### src/rtl/powlib_ipmemtest.sv
// powlib_ipmemtest
//   Memory self-test master for a powlib IP-packet memory. On a start pulse it
//   writes a seeded pattern to words B_BASE..B_BASE+B_SIZE, then reads them all
//   back. At most MAXOUT reads are kept in flight. Every response is checked
//   against the pattern, and mismatches are counted. Responses may return in
//   any order, because each one carries its word index in its return address.
//
// Ports
//   clk       in   sole clock, rising edge
//   rst       in   synchronous reset, active low
//   start     in   one-cycle pulse, begins a test when idle
//   wrdata    out  request packet {op, be, data}
//   wraddr    out  request word address
//   wrvld     out  request valid
//   wrrdy     in   request ready
//   rddata    in   response packet {op, be, data}
//   rdaddr    in   response (return) address
//   rdvld     in   response valid
//   rdrdy     out  response ready (READ and DRAIN only)
//   busy      out  test in progress
//   done      out  test finished, sticky until next start
//   pass      out  finished with zero mismatches
//   errcnt    out  mismatch count, saturating
//   firsterr  out  word address of first mismatch

`ifndef POWLIB_BW
`define POWLIB_BW 8
`endif
`ifndef POWLIB_OPW
`define POWLIB_OPW 4
`endif
`ifndef POWLIB_OP_WRITE
`define POWLIB_OP_WRITE 4'h0
`endif
`ifndef POWLIB_OP_READ
`define POWLIB_OP_READ 4'h1
`endif

module powlib_ipmemtest #(
    parameter int          B_BPD  = 2,
    parameter logic [15:0] B_BASE = 16'h5555,
    parameter logic [15:0] B_SIZE = 16'h0010,
    parameter logic [15:0] B_RET  = 16'h0000,
    parameter logic [15:0] SEED   = 16'hA5C3,
    parameter int          MAXOUT = 4,
    localparam int B_AW  = `POWLIB_BW*B_BPD,
    localparam int B_DW  = `POWLIB_BW*B_BPD,
    localparam int B_BEW = B_BPD,
    localparam int B_OPW = `POWLIB_OPW,
    localparam int B_WW  = B_DW+B_BEW+B_OPW
) (
    input  logic            clk,
    input  logic            rst,
    input  logic            start,
    output logic [B_WW-1:0] wrdata,
    output logic [B_AW-1:0] wraddr,
    output logic            wrvld,
    input  logic            wrrdy,
    input  logic [B_WW-1:0] rddata,
    input  logic [B_AW-1:0] rdaddr,
    input  logic            rdvld,
    output logic            rdrdy,
    output logic            busy,
    output logic            done,
    output logic            pass,
    output logic [15:0]     errcnt,
    output logic [B_AW-1:0] firsterr
);

    localparam logic [B_AW-1:0]  L_BASE   = B_AW'(B_BASE);
    localparam logic [B_AW-1:0]  L_SIZE   = B_AW'(B_SIZE);
    localparam logic [B_AW-1:0]  L_RET    = B_AW'(B_RET);
    localparam logic [B_DW-1:0]  L_SEED   = B_DW'(SEED);
    localparam logic [B_BEW-1:0] L_BE_ALL = '1;
    localparam logic [B_OPW-1:0] L_OP_WR  = B_OPW'(`POWLIB_OP_WRITE);
    localparam logic [B_OPW-1:0] L_OP_RD  = B_OPW'(`POWLIB_OP_READ);
    localparam logic [3:0]       L_MAXOUT = 4'(MAXOUT);

    typedef enum logic [2:0] {
        S_IDLE,
        S_WRITE,
        S_READ,
        S_DRAIN,
        S_DONE
    } state_t;

    state_t r_state;
    state_t w_next;

    logic [B_AW-1:0] r_idx;
    logic [3:0]      r_out;
    logic [15:0]     r_errcnt;
    logic [B_AW-1:0] r_firsterr;
    logic            r_done;
    logic            r_pass;

    logic [B_AW-1:0]  w_reqaddr;
    logic             w_wrvld;
    logic             w_wrxfer;
    logic             w_rdreq;
    logic             w_rdrdy;
    logic             w_rdxfer;
    logic             w_last;
    logic [B_AW-1:0]  w_respidx;
    logic [B_OPW-1:0] w_respop;
    logic [B_DW-1:0]  w_respdata;
    logic [B_DW-1:0]  w_expdata;
    logic             w_mismatch;
    logic [B_OPW-1:0] w_reqop;
    logic [B_DW-1:0]  w_reqfield;
    logic             w_unused_be;

    assign w_reqaddr = L_BASE + r_idx;
    assign w_last    = (r_idx == L_SIZE);

    // Reads are throttled purely by the outstanding count. The count only
    // rises on an accepted request, so a presented request is never withdrawn.
    assign w_wrvld  = (r_state == S_WRITE) ||
                      ((r_state == S_READ) && (r_out != L_MAXOUT));
    assign w_wrxfer = w_wrvld && wrrdy;
    assign w_rdreq  = w_wrxfer && (r_state == S_READ);
    assign w_rdrdy  = (r_state == S_READ) || (r_state == S_DRAIN);
    assign w_rdxfer = rdvld && w_rdrdy;

    // The return address encodes the word index, so out-of-order responses
    // can be checked without tracking request order.
    assign w_respidx   = rdaddr - L_RET;
    assign w_respop    = rddata[B_WW-1 -: B_OPW];
    assign w_respdata  = rddata[B_DW-1:0];
    assign w_expdata   = B_DW'(L_BASE + w_respidx) ^ L_SEED;
    assign w_mismatch  = w_rdxfer &&
                         ((w_respop != L_OP_WR) || (w_respdata != w_expdata));
    assign w_unused_be = ^rddata[B_DW +: B_BEW];

    always_comb begin
        w_reqop    = L_OP_WR;
        w_reqfield = B_DW'(w_reqaddr) ^ L_SEED;
        if (r_state == S_READ) begin
            w_reqop    = L_OP_RD;
            w_reqfield = B_DW'(L_RET + r_idx);
        end
    end

    always_comb begin
        w_next = r_state;
        case (r_state)
            S_IDLE:  if (start) w_next = S_WRITE;
            S_WRITE: if (w_wrxfer && w_last) w_next = S_READ;
            S_READ:  if (w_wrxfer && w_last) w_next = S_DRAIN;
            S_DRAIN: if (r_out == 4'd0) w_next = S_DONE;
            S_DONE:  w_next = S_IDLE;
            default: w_next = S_IDLE;
        endcase
    end

    always_ff @(posedge clk) begin
        if (!rst) begin
            r_state <= S_IDLE;
        end else begin
            r_state <= w_next;
        end
    end

    always_ff @(posedge clk) begin
        if (!rst) begin
            r_idx      <= '0;
            r_out      <= '0;
            r_errcnt   <= '0;
            r_firsterr <= '0;
            r_done     <= 1'b0;
            r_pass     <= 1'b0;
        end else if ((r_state == S_IDLE) && start) begin
            r_idx      <= '0;
            r_out      <= '0;
            r_errcnt   <= '0;
            r_firsterr <= '0;
            r_done     <= 1'b0;
            r_pass     <= 1'b0;
        end else begin
            if (w_wrxfer) begin
                r_idx <= w_last ? '0 : r_idx + 1'b1;
            end

            if (w_rdreq && !w_rdxfer) begin
                r_out <= r_out + 4'd1;
            end else if (!w_rdreq && w_rdxfer) begin
                r_out <= r_out - 4'd1;
            end

            // errcnt saturates and never returns to zero mid-test, so a zero
            // count marks the first mismatch.
            if (w_mismatch) begin
                if (r_errcnt != 16'hFFFF) begin
                    r_errcnt <= r_errcnt + 16'd1;
                end
                if (r_errcnt == 16'd0) begin
                    r_firsterr <= L_BASE + w_respidx;
                end
            end

            if ((r_state == S_DRAIN) && (r_out == 4'd0)) begin
                r_done <= 1'b1;
                r_pass <= (r_errcnt == 16'd0);
            end
        end
    end

    assign wrvld    = w_wrvld;
    assign wraddr   = w_reqaddr;
    assign wrdata   = {w_reqop, L_BE_ALL, w_reqfield};
    assign rdrdy    = w_rdrdy;
    assign busy     = (r_state == S_WRITE) || (r_state == S_READ) ||
                      (r_state == S_DRAIN);
    assign done     = r_done;
    assign pass     = r_pass;
    assign errcnt   = r_errcnt;
    assign firsterr = r_firsterr;

endmodule

### config.mk
export PLATFORM = sky130hd
export DESIGN_NAME = powlib_ipmemtest
export DESIGN_NICKNAME = d
export VERILOG_FILES = /design/src/rtl/powlib_ipmemtest.sv
export SDC_FILE = /design/constraint.sdc
export NUM_CORES = 1
export LEC_CHECK = 0
export ABC_AREA = 0
export CORE_ASPECT_RATIO = 1.1
export CORE_MARGIN = 3
export CORE_UTILIZATION = 48
export CTS_CLUSTER_SIZE = 16
export DETAILED_ROUTE_END_ITERATION = 10
export GPL_ROUTABILITY_DRIVEN = 0
export PLACE_DENSITY = 0.8
export SLEW_MARGIN = 15
export SYNTH_ARGS = -nofsm -noshare
export SYNTH_HDL_FRONTEND = slang
export SYNTH_SLANG_ARGS = --single-unit
### constraint.sdc
create_clock -name clk -period 4 [get_ports clk]
set_input_delay 0.8 -clock clk [delete_from_list [all_inputs] [get_ports clk]]
set_output_delay 0.8 -clock clk [all_outputs]
set_load 0.05 [all_outputs]
Yosys cells after proc, flatten, opt, wreduce, memory -nomap -nowiden
Cells that the tools add are included.
W data, S select, Z words.
{"block": "op_classes", "addsub": 6, "eq_ne": 11, "n_mux": 10, "bitwise": 3, "n_reduce_logical": 26}
{"cell": "$add A15 B16 Y16 const A", "count": 2}
{"cell": "$add A16 B1 Y16 const B", "count": 2}
{"cell": "$mux W16", "count": 2}
{"cell": "$eq A16 B5 Y1 const B", "count": 1}
{"cell": "$logic_not A16 Y1", "count": 1}
{"cell": "$ne A16 B16 Y1", "count": 1}
{"cell": "$ne A16 B16 Y1 const B", "count": 1}
{"cell": "$not A8 Y8", "count": 2}
{"cell": "$mux W3", "count": 4}
{"cell": "$pmux W3 S4", "count": 1}
{"cell": "$logic_and A1 B1 Y1", "count": 10}
{"cell": "$mux W4", "count": 2}
{"cell": "$eq A3 B2 Y1 const B", "count": 2}
{"cell": "$ne A2 B1 Y1 const B", "count": 3}
{"cell": "$logic_or A1 B1 Y1", "count": 5}
{"cell": "$add A4 B1 Y4 const B", "count": 1}
{"cell": "$logic_not A4 Y1", "count": 1}
{"cell": "$ne A4 B3 Y1 const B", "count": 1}
{"cell": "$reduce_and A2 Y1", "count": 2}
{"cell": "$reduce_and A4 Y1", "count": 1}
{"cell": "$reduce_bool A4 Y1", "count": 1}
{"cell": "$sub A4 B1 Y4 const B", "count": 1}
{"cell": "$eq A3 B1 Y1 const B", "count": 1}
{"cell": "$logic_not A3 Y1", "count": 1}
{"cell": "6 further kinds", "count": 7}
{"block": "totals", "register_bits": 57}

Depth between registers and ports, before layout
Gate-level depths: netlist (run 1).
{"block": "depth", "depth_word": 9, "depth_mapped": 14}

Worst setup path before layout (run 1)
No wires, ideal clock.
{"block": "synth_path", "kind": "register to output", "startpoint": "register r_state[1]", "endpoint": "output wrdata[11]", "t_arrival_ns": 2.963, "required_ns": 3.200, "slack_ns": 0.237, "path_stages_with_launch": 7, "path_buffers": 1, "cell_sequence": "dfxtp_1 > clkbuf_1 > nor2b_1 > nand2b_1 > inv_1 > nor2_1 > xnor2_1"}
{"block": "synth_between", "elab_chain_cells": 2}
{"item": "start: declaration", "line": "87", "source": "state_t r_state;"}
{"item": "start signal: assignment", "line": "160", "source": "r_state <= w_next;"}
{"item": "$eq A3 B2 Y1", "line": "138", "source": "if (r_state == S_READ) begin"}
{"item": "$mux W16", "line": "138"}
{"item": "end: declaration", "line": "55", "source": "output logic [B_WW-1:0] wrdata,"}
Every way passes these cells.

Worst setup path in the final report (run 1)
{"block": "layout_path", "startpoint": "register r_idx[0]", "endpoint": "output wraddr[10]"}
{"block": "layout_between", "elab_chain_cells": 1}
{"item": "start: declaration", "line": "90", "source": "logic [B_AW-1:0] r_idx;"}
{"item": "start signal: assignment", "line": "181", "source": "r_idx <= w_last ? '0 : r_idx + 1'b1;"}
{"item": "$add A15 B16 Y16", "line": "113", "source": "assign w_reqaddr = L_BASE + r_idx;"}
{"item": "end: declaration", "line": "56", "source": "output logic [B_AW-1:0] wraddr,"}
Every way passes these cells.

==> impl_metrics.json, run 1 <==
{
  "power.total_mw": 1.24,
  "tns_ns": 0,
  "clock_path_buffers": 2,
  "synth_seq_cells": 57,
  "rsz0062_at_grt": "no",
  "grt_use_total_pct": 22.0,
  "peakVddDrop_uv": 155,
  "drv_slew": 0,
  "insertion_delay_ns": 0.33,
  "min_to": "done",
  "row_count": 35,
  "dp_hpwl_mm": 8.21,
  "cts_tree": "yes",
  "worstSetupStartpointType": "flip-flop",
  "antenna_found_initial": 0,
  "synth_cell_types": 64,
  "grt_pass1_vias": 3818,
  "post_cts_buffers": 0,
  "slew_headroom_pct": 49.4,
  "cts_buffers": 9,
  "use_met1_pct": 27.5,
  "num-fill-cells": 748,
  "fmax_ghz": 0.266,
  "die_h_um": 104,
  "cts.sink_count": 57,
  "cts_root_buf": "clkbuf_8",
  "layout_worst_path_cycle_share_pct": 94.0,
  "wire_per_inst_um": 14.1,
  "crit_required_ns": 3.20,
  "avgSynthCellArea_sq_um": 7.68,
  "syn_inst": 543,
  "synthArstFlopShare_pct": 0,
  "drt_first_pass_iters": 5,
  "layout_common_cells": "clkdlybuf4s50_1, dfxtp_1, nand2_1, xnor2_1, nor2_1",
  "dp_cells": 740,
  "wl_mm": 10.7,
  "die_x_um": 94.9,
  "drtIter0Drc": 204,
  "final_common_cell": "clkdlybuf4s50_1",
  "synth_top_area_share_pct": 27.4,
  "vias": 4221,
  "hold_depth": 2,
  "ys_warn_count": 0,
  "htreeDepth": 3,
  "antenna_cells": 0,
  "period_needed_ns": 3.76,
  "drive_above_1_share_pct": 7.29,
  "die-area_sq_um": 9840,
  "synth_ff_type": "dfxtp_1",
  "grt_overflow": 0,
  "grt_pass1_wl_mm": 17.8,
  "synth.area.top_cells": "dfxtp_1, xnor2_1, nand2_1",
  "postRouteAntennaNets": 0,
  "finalNetCount": 692,
  "coreArea_sq_um": 8410,
  "grt.busiest_layer": "met2",
  "grt_max_degree": 24,
  "place_area_sq_um": 5310,
  "min-delay-start": "done",
  "drc": 0,
  "yosysTopAreaCell": "dfxtp_1",
  "crit_type": "reg -> out",
  "worstSetupEndpointType": "output port",
  "area.growth.synth_to_final_pct": 31.4,
  "synth_area_sq_um": 4170,
  "r2r_cells": 13,
  "cts_hold_buf": 0,
  "r2r-end": "r_out[3]",
  "num_io_pins": 118,
  "skew_ns": 0.0101,
  "hp-class": "reg -> reg",
  "worstPathArrival_ns": 2.96,
  "p_per_area_nw_per_um2": 226,
  "path_clk_slew_ns": 0.07,
  "worst_pin_slew_ns": 0.757,
  "reg2reg_from": "r_out[0]",
  "avgViaCountPerCell": 5.58,
  "cap_violations": 0,
  "io_buffers": 110,
  "grtUsageMet2_pct": 37.1,
  "crit_fanout": 6,
  "design_area_sq_um": 5480,
  "finalHoldViolations": 0,
  "setup_viol": 0,
  "synth_edf_count": 0,
  "grt_use_met3_pct": 4.14,
  "start_util_pct": 49.6,
  "outcome": "finished, final reports clean",
  "rrSetupSlack_ns": 0.91,
  "ys_seq_area_share_pct": 27.4,
  "final_cells": 756,
  "p_leak_nw": 1.99
}
==> metrics by stage <==
stage | hold slack (ns) | worst slack [ns] | utilization [%]
2_1_floorplan | 0.466 | 0.237 | -
3_3_place_gp | 0.440 | 0.213 | 63.2
3_5_place_dp | 0.448 | 0.162 | 63.2
4_1_cts | 0.461 | 0.0377 | 65.0
5_1_grt | 0.487 | 0.0521 | 65.2
6_report | 0.452 | 0.241 | 65.2
==> report_power, final <==
part,internal (mW),switching [mW]
Clock,0.221,0.225
Sequential,0.569,0.00235
Combinational,0.0983,0.120
==> cells by family after synthesis <==
| kind of cell | Yosys count | synth area share, % |
|---|---|---|
| simple gates | 219 | 27.3 |
| mux | 19 | 4.59 |
| xor+xnor | 68 | 14.3 |
| other cells | 2 | 0.180 |
| flops | 57 | 27.4 |
| buf+inv | 59 | 6.81 |
| fa+ha+maj | 9 | 2.88 |
| compound gates | 110 | 16.6 |
==> state kept, by name, summed over array words and instances, names as in the netlist <==
register and cells:
done 1, errcnt 16, firsterr 16, pass 1
r_idx 16, r_out 4, r_state 3
==> cells in the mapped netlist, drive strengths merged, types with 14 or more instances <==
cell    number
clkbuf      20
buf         22
inv         17
nor2        44
dfxtp       57
xor2        18
nand3       18
o21ai       30
nand4       14
or3         15
nand2       56
xnor2       50
mux2i       18
a21oi       35
==> routing by layer <==
layer	share of wire, %	up-vias
li1	-	2087
met1	43	1982
met2	50	138
met3	5.5	14
met4	1.3	0
met5	0	-
==> layout make-up <==
cell class	instances	area, sq um	area share (%)
flip-flops and latches	57	1140	20.8
clock inverters	4	20.0	0.365
well taps	111	139	2.53
repair buffers	125	1220	22.2
clock buffers	12	135	2.47
inverters	17	63.8	1.16
multi-input cells	430	2760	50.4
==> worst max-delay path by stage <==
stage,startpoint,endpoint,slack (ns)
floorplan,r_state[1],wrdata[11],0.24
global placement,rdaddr[8],firsterr[10],0.21
detailed placement,rdaddr[8],errcnt[14],0.16
CTS,r_idx[0],wrdata[10],0.04
global route,r_idx[0],wrdata[14],0.05
finish,r_idx[0],wraddr[10],0.24
==> worst max-delay path, stage by stage (launching register included) <==
cell	delay [ns]
dfxtp_1	0.44
ha_1	0.31
o21ai_2	0.11
a21boi_0	0.40
o21a_1	0.24
o21a_1	0.19
xnor2_1	0.13
clkdlybuf4s50_1	0.82
==> what timing repair did <==
item	CTS	global route
resized for setup	1	7
gates cloned	0	0
hold endpoints to repair	0	0
endpoints found under the setup margin	1	9
No activity file was read; power rests on OpenSTA's default activity.
==> run 2, diff against run 1 <==
Settings changed: CELL_PAD_IN_SITES_DETAIL_PLACEMENT from default to 1, CELL_PAD_IN_SITES_GLOBAL_PLACEMENT from default to 2, CORE_UTILIZATION 48 to 27, PLACE_DENSITY 0.8 to default, PLACE_DENSITY_LB_ADDON from default to 0.1.
==> run 2 against run 1 <==
  * Combinational power is 5% higher
  * Critical path depth is 3 higher
  * Highest routed layer unchanged
  * Sequential share of layout area is 1.0 points lower
  * Maximum frequency is 0.32% higher
  * Via count hardly changed
  * Clock skew is 0.0051 ns lower
  * Clock-buffer cell count is 1 higher
  * Critical path type unchanged
  * Largest power group is now clock
==> impl_metrics.json, run 2 (synthesis gave the netlist of run 1 again) <==
{
  "finalNetCount": 699,
  "skew_ns": 0.00502,
  "grtUsageMet2_pct": 26.4,
  "grt_pass1_wl_mm": 22.0,
  "layout_worst_path_cycle_share_pct": 93.7,
  "period_needed_ns": 3.75,
  "crit_top_cell": "a21oi_1",
  "worstSetupStartpointType": "flip-flop",
  "min_to": "done",
  "crit_fanout": 6,
  "layout_common_cells": "clkdlybuf4s50_1, dfxtp_1, nand2_1, xnor2_1, nor2_1",
  "grt_use_total_pct": 15.6,
  "post_cts_buffers": 0,
  "critPathTopFamily": "compound AO/OA/AOI/OAI gates",
  "drtIter0Drc": 185,
  "reg2reg_from": "r_out[0]",
  "insertion_delay_ns": 0.32,
  "worst-path-buf-inv": 2,
  "grt_use_met3_pct": 2.55,
  "final_common_cell": "clkdlybuf4s50_1",
  "slew_headroom_pct": 61.7,
  "cts_root_buf": "clkbuf_16",
  "p_per_area_nw_per_um2": 262,
  "r2r_cells": 13,
  "multi_input_area_sq_um": 2760,
  "grt_max_degree": 34,
  "worst_path_largest_cell_delay_ns": 0.37,
  "crit_required_ns": 3.20,
  "drt_first_pass_iters": 4,
  "htreeDepth": 3,
  "r2r-end": "r_out[3]",
  "design_area_sq_um": 5760,
  "wl_mm": 13.3,
  "critPathSlowestCell": "dfxtp_1",
  "area.growth.synth_to_final_pct": 38.0,
  "cts-resized-gates": 0,
  "cp_cell_sequence": "a21oi_1 -> o21ai_0 -> buf_4 -> a21oi_1 -> o21bai_1 -> a21oi_1 -> o21bai_1 -> a211oi_1 -> xor2_1 -> buf_4",
  "drive_above_1_share_pct": 8.74,
  "dp_hpwl_mm": 10.5,
  "die_h_um": 136,
  "drv_slew": 0,
  "die-area_sq_um": 17000,
  "cts.sink_count": 57,
  "crit_type": "reg -> out",
  "avgViaCountPerCell": 4.98,
  "clock_path_buffers": 2,
  "rrSetupSlack_ns": 0.83,
  "outcome": "finished, final reports clean",
  "num-fill-cells": 1838,
  "die_x_um": 124,
  "place_area_sq_um": 5480,
  "wire_per_inst_um": 15.7,
  "worst_pin_slew_ns": 0.570,
  "cts_tree": "yes",
  "tns_ns": 0,
  "grt.busiest_layer": "met2",
  "grt_overflow": 0,
  "register_area_sq_um": 1140,
  "drc": 0,
  "cts_buffers": 9,
  "antenna_found_initial": 0,
  "vias": 4224,
  "cts_hold_buf": 0,
  "io_buffers": 110,
  "hold_depth": 2,
  "postRouteAntennaNets": 0,
  "worstSetupEndpointType": "output port",
  "hp-class": "reg -> reg",
  "peakVddDrop_uv": 122,
  "setup_viol": 0,
  "cap_violations": 0,
  "antenna_cells": 0,
  "finalHoldViolations": 0,
  "grt_pass1_vias": 4264,
  "use_met1_pct": 20.4,
  "coreArea_sq_um": 15100,
  "min-delay-start": "done",
  "num_io_pins": 118,
  "start_util_pct": 27.6,
  "worstPathArrival_ns": 2.95,
  "rsz0062_at_grt": "no",
  "fmax_ghz": 0.267,
  "row_count": 47,
  "hold-worst-slack_ns": 0.442,
  "p_leak_nw": 2.03,
  "path_clk_slew_ns": 0.05
}
==> run 2: cell type report <==
type | instances | area share, %
multi-input combinational | 430 | 47.9
timing repair buffer | 132 | 22.1
sequential | 57 | 19.8
clock buffer | 13 | 4.52
tap | 196 | 4.26
inverter | 17 | 1.11
clock inverter | 3 | 0.261
==> run 2: metrics by stage <==
stage	std cells	util, %	worst slack [ns]	total power [mW]
2_1_floorplan	546	-	0.237	0.724
3_3_place_gp	832	36.2	0.159	0.812
3_5_place_dp	832	36.2	0.154	0.815
4_1_cts	848	38.0	0.0559	1.53
5_1_grt	848	38.1	0.0428	1.58
6_report	848	38.1	0.253	1.51
==> run 2: where the power goes <==
part | internal [mW] | switching, mW
clock | 0.449 | 0.256
sequential | 0.570 | 0.00247
combinational | 0.102 | 0.127
==> run 2: worst max path at each step <==
stage	end	start	depth (start not counted)
after floorplan	wrdata[11]	r_state[1]	6
after global placement	errcnt[14]	rdaddr[6]	10
after detailed placement	errcnt[14]	rdaddr[6]	10
after CTS	wrdata[14]	r_idx[0]	10
after global routing	wrdata[15]	r_idx[0]	10
final	wrdata[15]	r_idx[0]	10
==> run 2: per-layer routing <==
layer,wire (um),up-vias
li1,-,2103
met1,6240,2019
met2,6390,88
met3,478,14
met4,206,0
met5,0,-
==> run 2: worst register-to-register path: cells and delay by family (launching register included) <==
kind | cells | cell delay (ns)
flops | 1 | 0.37
fa+ha+maj | 2 | 0.48
simple gates | 5 | 1.32
buf+inv | 1 | 0.11
xor+xnor | 1 | 0.09
compound gates | 4 | 0.73
==> run 3, diff against run 2 <==
Settings changed: CAP_MARGIN from default to 20, SLEW_MARGIN 15 to 20.
==> results of run 3 <==
The final DEF is identical to that of run 2; final timing and power are the same.
